`config.mk`:
```
export PLATFORM = sky130hd
export DESIGN_NAME = mem_dump_reader
export DESIGN_NICKNAME = d
export VERILOG_FILES = /design/src/rtl/mem_dump_reader.sv
export SDC_FILE = /design/constraint.sdc
export NUM_CORES = 1
export LEC_CHECK = 0
export CORE_ASPECT_RATIO = 1.5
export CORE_UTILIZATION = 45
export DETAILED_ROUTE_END_ITERATION = 16
export PLACE_DENSITY = 0.82
export SYNTH_ARGS = -nofsm -noshare
export SYNTH_HDL_FRONTEND = slang
export SYNTH_SLANG_ARGS = --single-unit
```
`constraint.sdc`:
```
create_clock -name clk_i -period 2.15 [get_ports clk_i]
set_input_delay 0.3225 -clock clk_i [delete_from_list [all_inputs] [get_ports clk_i]]
set_output_delay 0.3225 -clock clk_i [all_outputs]
set_load 0.02 [all_outputs]
```
`src/rtl/mem_dump_reader.sv`:
```
// mem_dump_reader
//   Streams a contiguous window of the unified 32x8 memory out as (addr,data)
//   beats on a valid/ready interface. It sits on the memory's external side
//   next to the load port and only reads. Typical use: dump results after HLT.
//
//   Optional feature macro: MEM_DUMP_CHECKSUM_EN
//     Appends one extra beat (addr 0, mod-2^DW sum of the dumped bytes) after
//     the last data beat. In that build out_last_o marks the checksum beat.
//
// Ports
//   clk_i, rst_i            clock, synchronous active-high reset
//   start_i                 dump request, only looked at while idle
//   first_addr_i/last_addr_i  inclusive window, wraps past the top address
//   busy_o                  dump in progress (cycle after start .. done)
//   done_o                  one-cycle pulse after the final beat is accepted
//   rd_en_o/rd_addr_o       memory read strobe/address
//   rd_data_i               read data, valid one cycle after rd_en_o
//   out_valid_o/out_ready_i beat handshake
//   out_addr_o/out_data_o   beat payload
//   out_last_o              final beat of the dump
module mem_dump_reader #(
  parameter int AW = 5,
  parameter int DW = 8
) (
  input  logic          clk_i,
  input  logic          rst_i,
  input  logic          start_i,
  input  logic [AW-1:0] first_addr_i,
  input  logic [AW-1:0] last_addr_i,
  output logic          busy_o,
  output logic          done_o,
  output logic          rd_en_o,
  output logic [AW-1:0] rd_addr_o,
  input  logic [DW-1:0] rd_data_i,
  output logic          out_valid_o,
  input  logic          out_ready_i,
  output logic [AW-1:0] out_addr_o,
  output logic [DW-1:0] out_data_o,
  output logic          out_last_o
);

  typedef enum logic [2:0] {
    S_IDLE = 3'd0,
    S_RD   = 3'd1,
    S_WT   = 3'd2,
    S_SEND = 3'd3,
`ifdef MEM_DUMP_CHECKSUM_EN
    S_CSUM = 3'd5,
`endif
    S_FIN  = 3'd4
  } state_t;

  state_t        state_q, state_d;
  logic [AW-1:0] cur_q, cur_d;
  // One bit wider than the address so a full 2^AW-word window fits.
  logic [AW:0]   rem_q, rem_d;
  logic [AW-1:0] out_addr_q, out_addr_d;
  logic [DW-1:0] out_data_q, out_data_d;
  logic [AW-1:0] span;
  logic          last_word;

`ifdef MEM_DUMP_CHECKSUM_EN
  logic [DW-1:0] sum_q, sum_d;
`endif

  // Modular distance, so last < first wraps through the top address.
  assign span      = last_addr_i - first_addr_i;
  assign last_word = (rem_q == (AW+1)'(1));

  always_ff @(posedge clk_i) begin
    if (rst_i) begin
      state_q    <= S_IDLE;
      cur_q      <= '0;
      rem_q      <= '0;
      out_addr_q <= '0;
      out_data_q <= '0;
`ifdef MEM_DUMP_CHECKSUM_EN
      sum_q      <= '0;
`endif
    end else begin
      state_q    <= state_d;
      cur_q      <= cur_d;
      rem_q      <= rem_d;
      out_addr_q <= out_addr_d;
      out_data_q <= out_data_d;
`ifdef MEM_DUMP_CHECKSUM_EN
      sum_q      <= sum_d;
`endif
    end
  end

  always_comb begin
    state_d    = state_q;
    cur_d      = cur_q;
    rem_d      = rem_q;
    out_addr_d = out_addr_q;
    out_data_d = out_data_q;
`ifdef MEM_DUMP_CHECKSUM_EN
    sum_d      = sum_q;
`endif
    case (state_q)
      S_IDLE: begin
        if (start_i) begin
          cur_d   = first_addr_i;
          rem_d   = {1'b0, span} + (AW+1)'(1);
`ifdef MEM_DUMP_CHECKSUM_EN
          sum_d   = '0;
`endif
          state_d = S_RD;
        end
      end
      S_RD: state_d = S_WT;
      S_WT: begin
        // Memory answers one cycle after the strobe; latch it as the beat.
        out_addr_d = cur_q;
        out_data_d = rd_data_i;
`ifdef MEM_DUMP_CHECKSUM_EN
        sum_d      = sum_q + rd_data_i;
`endif
        state_d    = S_SEND;
      end
      S_SEND: begin
        if (out_ready_i) begin
          cur_d = cur_q + AW'(1);
          rem_d = rem_q - (AW+1)'(1);
          if (last_word) begin
`ifdef MEM_DUMP_CHECKSUM_EN
            out_addr_d = '0;
            out_data_d = sum_q;
            state_d    = S_CSUM;
`else
            state_d    = S_FIN;
`endif
          end else begin
            state_d = S_RD;
          end
        end
      end
`ifdef MEM_DUMP_CHECKSUM_EN
      S_CSUM: if (out_ready_i) state_d = S_FIN;
`endif
      S_FIN:   state_d = S_IDLE;
      default: state_d = S_IDLE;
    endcase
  end

  assign busy_o     = (state_q != S_IDLE);
  assign done_o     = (state_q == S_FIN);
  assign rd_en_o    = (state_q == S_RD);
  assign rd_addr_o  = (state_q == S_RD) ? cur_q : '0;
  assign out_addr_o = out_addr_q;
  assign out_data_o = out_data_q;

`ifdef MEM_DUMP_CHECKSUM_EN
  assign out_valid_o = (state_q == S_SEND) || (state_q == S_CSUM);
  assign out_last_o  = (state_q == S_CSUM);
`else
  assign out_valid_o = (state_q == S_SEND);
  assign out_last_o  = (state_q == S_SEND) && last_word;
`endif

endmodule

```
## Word-level counts from Yosys, hierarchy flattened

Cells that the tools add are included.
W data, S select, Z words.

| cells by class | value |
|---|---|
| add/sub/neg operators | 4 |
| equal/unequal tests | 7 |
| muxes and demuxes | 11 |
| reductions and logical operators | 6 |

Operators by type and width:

| cell | number |
|---|---|
| $mux W5 | 3 |
| $mux W6 | 2 |
| $pmux W3 S4 | 1 |
| $pmux W6 S2 | 1 |
| $pmux W5 S2 | 1 |
| $mux W3 | 3 |
| $add A5 B1 Y6 const B | 1 |
| $eq A3 B2 Y1 const B | 2 |
| $eq A6 B1 Y1 const B | 1 |
| $sub A6 B1 Y6 const B | 1 |
| $add A5 B1 Y5 const B | 1 |
| $sub A5 B5 Y5 | 1 |
| $eq A3 B1 Y1 const B | 1 |
| $eq A3 B3 Y1 const B | 1 |
| $logic_not A3 Y1 | 1 |
| $reduce_and A3 Y1 | 1 |
| $reduce_bool A3 Y1 | 1 |
| $ne A2 B1 Y1 const B | 1 |
| $ne A2 B2 Y1 const B | 1 |
| $reduce_and A2 Y1 | 1 |
| $reduce_bool A2 Y1 | 1 |
| $logic_and A1 B1 Y1 | 1 |

| word-level totals | value |
|---|---|
| bits in registers | 27 |
| input port bits | 22 |

## Depth between registers and ports, before layout

| logic depth | value |
|---|---|
| depth after elaboration | 4 |
| gate-level depth with buffers | 9 |
| depth with buffers taken out | 9 |

## Worst setup path after synthesis

OpenSTA, ideal clock, no wires.

| timing path | value |
|---|---|
| path kind | register -> output |
| start point | register state_q[0] |
| end point | output port rd_addr_o[0] |
| arrival | 1.487 ns |
| path slack | 0.340 ns |
| cell stages (with the launch flop) | 4 |
| cells stage by stage | dfxtp_1 > buf_6 > nor3b_1 > and2_1 |

| on the way | value |
|---|---|
| longest elaborated chain between the ends | 2 |

Ends and longest elaborated chain:

| what | RTL line | RTL |
|---|---|---|
| start: declaration | 53 | `state_t state_q, state_d;` |
| start signal: assignment | 81 | `state_q <= state_d;` |
| $eq A3 B1 Y1 | -- |  |
| via rd_en_o | 32 | `output logic rd_en_o,` |
| $mux W5 | 150 | `assign rd_addr_o = (state_q == S_RD) ? cur_q : '0;` |
| end: declaration | 33 | `output logic [AW-1:0] rd_addr_o,` |

The timed path passes the listed nets, and every way through them passes these cells.

## Final worst setup path

| timing path | value |
|---|---|
| start point | register state_q[0] |
| end point | output port rd_addr_o[2] |

| on the way | value |
|---|---|
| longest elaborated chain between the ends | 2 |

Ends and longest elaborated chain:

| what | RTL line |
|---|---|
| $eq A3 B1 Y1 | 150 |
| $mux W5 | 150 |

No other way between the ends.

==> impl_table.tex <==
\begin{tabular}{lr}
\hline
Metric & Value \\
\hline
\multicolumn{2}{l}{\textbf{Pwr}} \\
\quad Leak & 0.881 nW \\
\quad Pwr Total & $\sim$1.3 mW \\
\quad Worst-case vdd ir drop & 0.000393 V \\
\quad Power density over the cells & just over 600 mW/mm2 \\
\multicolumn{2}{l}{\textbf{Global routing}} \\
\quad Vias in the first global route & roughly 1600 \\
\quad Antenna violations before repair & 0 \\
\quad Pin count of the biggest net entering global routing & 18 \\
\quad Global-route wire length before repair & 6.24 mm \\
\quad Congestion Overflow GR & 0 \\
\quad GRT Total Usage & between 20 and 25\% \\
\multicolumn{2}{l}{\textbf{Detailed routing}} \\
\quad Via count normalized by instance count & $\sim$5.5 \\
\quad Routed length on met2 & approximately 1.9 mm \\
\quad Total iterations of the first detailed-routing run & 4 \\
\quad Total via count in the routed design & 1532 \\
\quad Uppermost signal routing layer after detailed routing & met4 \\
\quad Detail Route met3 WL & about 110 um \\
\quad Post-route met1 wirelength & 1.47 mm \\
\quad Routed Wire Length & $\sim$3.6 mm \\
\quad DRC violation total after the first TritonRoute iteration & between 50 and 60 \\
\quad Remaining routing DRC violations & 0 \\
\quad Count of antenna-violating nets left after detailed routing & 0 \\
\quad Routed length per instance & between 10 and 15 um \\
\multicolumn{2}{l}{\textbf{Critical path}} \\
\quad Arrival @ worst endpoint & 1.73 ns \\
\quad Capture instance of the worst register-to-register path & rem\_q[4] \\
\quad Flop-to-flop setup slack & around 0.54 ns \\
\quad Slowest cell on crit path & clkdlybuf4s50\_1 \\
\quad Crit start category & flop \\
\quad Largest fanout on the critical path & 6 \\
\quad R2R depth & 8 \\
\quad Worst R2R Start & state\_q[0] \\
\quad Crit end category & primary output \\
\quad Largest delay contributor family on the critical path & buffers and inverters \\
\quad Buffers \& Inverters on Critical Path & 2 \\
\quad Worst setup path category & flop to primary output \\
\quad Cell chain of the critical path & nor3b\_1 > buf\_4 > and2\_1 > clkdlybuf4s50\_1 \\
\quad Maximum cell stage delay along the critical path & 0.59 ns \\
\quad Crit path required time & between 1.5 and 2 ns \\
\multicolumn{2}{l}{\textbf{Die}} \\
\quad Chip height & approximately 74 um \\
\quad Initial Util & approximately 50\% \\
\quad Placement row count & 25 \\
\quad Placeable Area & about 0.0032 mm2 \\
\quad Full die area & 0.00372 mm2 \\
\quad Boundary pin count & between 40 and 50 \\
\quad Die Span X & 50.2 um \\
\multicolumn{2}{l}{\textbf{CTS}} \\
\quad CTS tree & done \\
\quad Sinks on Clock Net & 27 \\
\quad Maximum clock path buffer count & 2 \\
\quad Clock insertion delay at the later pin of the skew report & $\sim$0.28 ns \\
\quad Buffer type at the clock tree root & clkbuf\_8 \\
\quad Clock edge transition at the registers on the reported setup and hold paths & roughly 0.09 ns \\
\quad Clock buffer count from CTS & 3 \\
\quad H-tree level count & 1 \\
\multicolumn{2}{l}{\textbf{Synth}} \\
\quad Unique cell type count in the Yosys netlist & between 40 and 50 \\
\quad Prevailing post-synth register cell & dfxtp\_1 \\
\quad Cell type contributing the most total cell area after synthesis & dfxtp\_1 \\
\quad Cell types occupying the most area after synthesis & dfxtp\_1 (35\%), nand2\_1 (8.2\%), a21oi\_1 (6.4\%), ha\_1 (6.4\%), nor2\_1 (3.1\%) \\
\quad Async set or reset register ratio after synthesis & 0\% \\
\quad Number of enable-type register cells in the synthesized netlist & 0 \\
\quad Proportion of netlist area held by the largest area contributor & between 30\% and 40\% \\
\quad Synthesized area per cell & 8.11 um2 \\
\quad Netlist area before placement & $\sim$0.0016 mm2 \\
\quad Syn Inst Count & approximately 190 \\
\quad Yosys warning count & 0 \\
\quad Number of synthesized register bits & 27 \\
\quad Synthesized Nets & about 220 \\
\quad Sequential area share after synthesis & around 35\% \\
\multicolumn{2}{l}{\textbf{Timing}} \\
\quad Layout Skew & around 0.0066 ns \\
\quad Maximum operating frequency & about 490 MHz \\
\quad Post-Route Hold Slack & between 0.4 and 0.5 ns \\
\quad Endpoints failing hold & 0 \\
\quad Slew of the pin with the lowest slew margin & between 0.4 and 0.5 ns \\
\quad Minimum setup slack in the final design & approximately 0.093 ns \\
\quad Setup repair after global routing missed its margin & false \\
\quad Final worst-path cycle share & a little over nine tenths \\
\quad Normalized max-slew margin & between 70\% and 80\% \\
\quad Shortest period the worst path allows & roughly 2 ns \\
\quad Total count of max-transition violations in the final report & 0 \\
\quad Final setup fails & 0 \\
\multicolumn{2}{l}{\textbf{Layout}} \\
\quad Share of post-route cells with drive strength above 1 & 8.82\% \\
\quad Commonest non-fill, non-tap cells in the layout & clkdlybuf4s50\_1 (40), nand2\_1 (34), dfxtp\_1 (26) \\
\quad N\_diodes & 0 \\
\quad Most common library cell in the layout ignoring fill and taps & clkdlybuf4s50\_1 \\
\quad Final Non-Filler Cells & between 200 and 300 \\
\quad Nets & 270 \\
\quad Area added between synthesis and finish & 34.9\% \\
\quad Core utilization of the finished layout & roughly two thirds \\
\multicolumn{2}{l}{\textbf{Min path}} \\
\quad Hold wc startpoint & out\_data\_o[0] \\
\quad Worst hold path endpoint & out\_data\_o[0] \\
\quad Hold crit path type & flop to flop \\
\quad Worst Hold Depth & 2 \\
\multicolumn{2}{l}{\textbf{Run status}} \\
\quad Status & finished, final reports clean \\
\multicolumn{2}{l}{\textbf{Run}} \\
\quad MaxCap Viol Count & 0 \\
\multicolumn{2}{l}{\textbf{Placement}} \\
\quad Placed cells & $\sim$270 \\
\quad IO Port Bufs & 44 \\
\quad Final weighted congestion in routability-driven placement & around 0.8 \\
\quad Pre-CTS setup slack & -0.179 ns \\
\quad Half-perimeter wire length after detailed placement & 2.74 mm \\
\hline
\end{tabular}
metrics by stage:
step / setup TNS [ns] / area (um2)
final: 0 / 2110
after global routing: 0 / 2110
after CTS: 0 / 2100
after detailed placement: -0.596 / 2050
after global placement: -0.423 / 2050
after floorplan: 0 / 1570
final cells by class:
cell class | count | area [um2]
fillers | 289 | 1110
multi-input cells | 146 | 926
flip-flops and latches | 27 | 542
repair buffers | 52 | 510
well taps | 40 | 50.0
clock buffers | 3 | 41.3
inverters | 9 | 33.8
clock inverters | 1 | 7.51
report_power, final:
part,internal [mW],switching (mW)
clock,0.132,0.172
sequential,0.540,0.0400
combinational,0.199,0.213
worst max path at each step:
stage / startpoint / to / slack, ns / depth (start not counted)
floorplan: state_q[0] / rd_addr_o[0] / 0.34 / 3
global placement: last_addr_i[0] / rem_q[2] / -0.13 / 10
detailed placement: last_addr_i[0] / rem_q[2] / -0.18 / 10
CTS: state_q[1] / out_last_o / 0.01 / 4
global route: state_q[0] / rd_addr_o[4] / 0.001 / 4
finish: state_q[0] / rd_addr_o[2] / 0.09 / 4
synth_stat cells (all sizes together), types with 5 or more instances:
cell type / count
ha: 8
buf: 6
and2: 6
clkbuf: 5
a21oi: 21
inv: 9
dfxtp: 27
nand2: 34
nor2: 13
o21ai: 9
flip-flops by register name, summed over array words and instances, names as in the netlist:
| register | flops |
|---|---|
| out_addr_o | 5 |
| rem_q | 6 |
| out_data_o | 8 |
| state_q | 3 |
| cur_q | 5 |
what timing repair did:
item | in CTS | in global routing
setup buffers | 0 | 0
gates resized for setup | 1 | 4
pin swaps | 0 | 0
setup endpoints to repair | 2 | 4
hold buffers | 0 | 0
tightest hold or removal path, delay by kind of cell (launching register included):
family | cells | cell delay, ns
compound gates | 1 | 0.05
flops | 1 | 0.32
simple gates | 1 | 0.05
cells by family (layout without fill, tap and decap cells):
| family | Yosys count | after routing | synth area share (%) |
|---|---|---|---|
| adder cells (fa/ha/maj) | 9 | 9 | 7.67 |
| flip-flops | 27 | 27 | 34.5 |
| buffers and inverters | 20 | 65 | 6.31 |
| XOR/XNOR | 6 | 6 | 3.36 |
| AND/OR/NAND/NOR | 81 | 81 | 27.8 |
| AO/OA/AOI/OAI | 50 | 50 | 20.3 |
layer usage:
layer	track usage, %	vias up
li1	-	766
met1	21.7	715
met2	42.2	44
met3	2.66	7
met4	13.7	0
met5	0	-
Power figures use the tool's default switching activity.
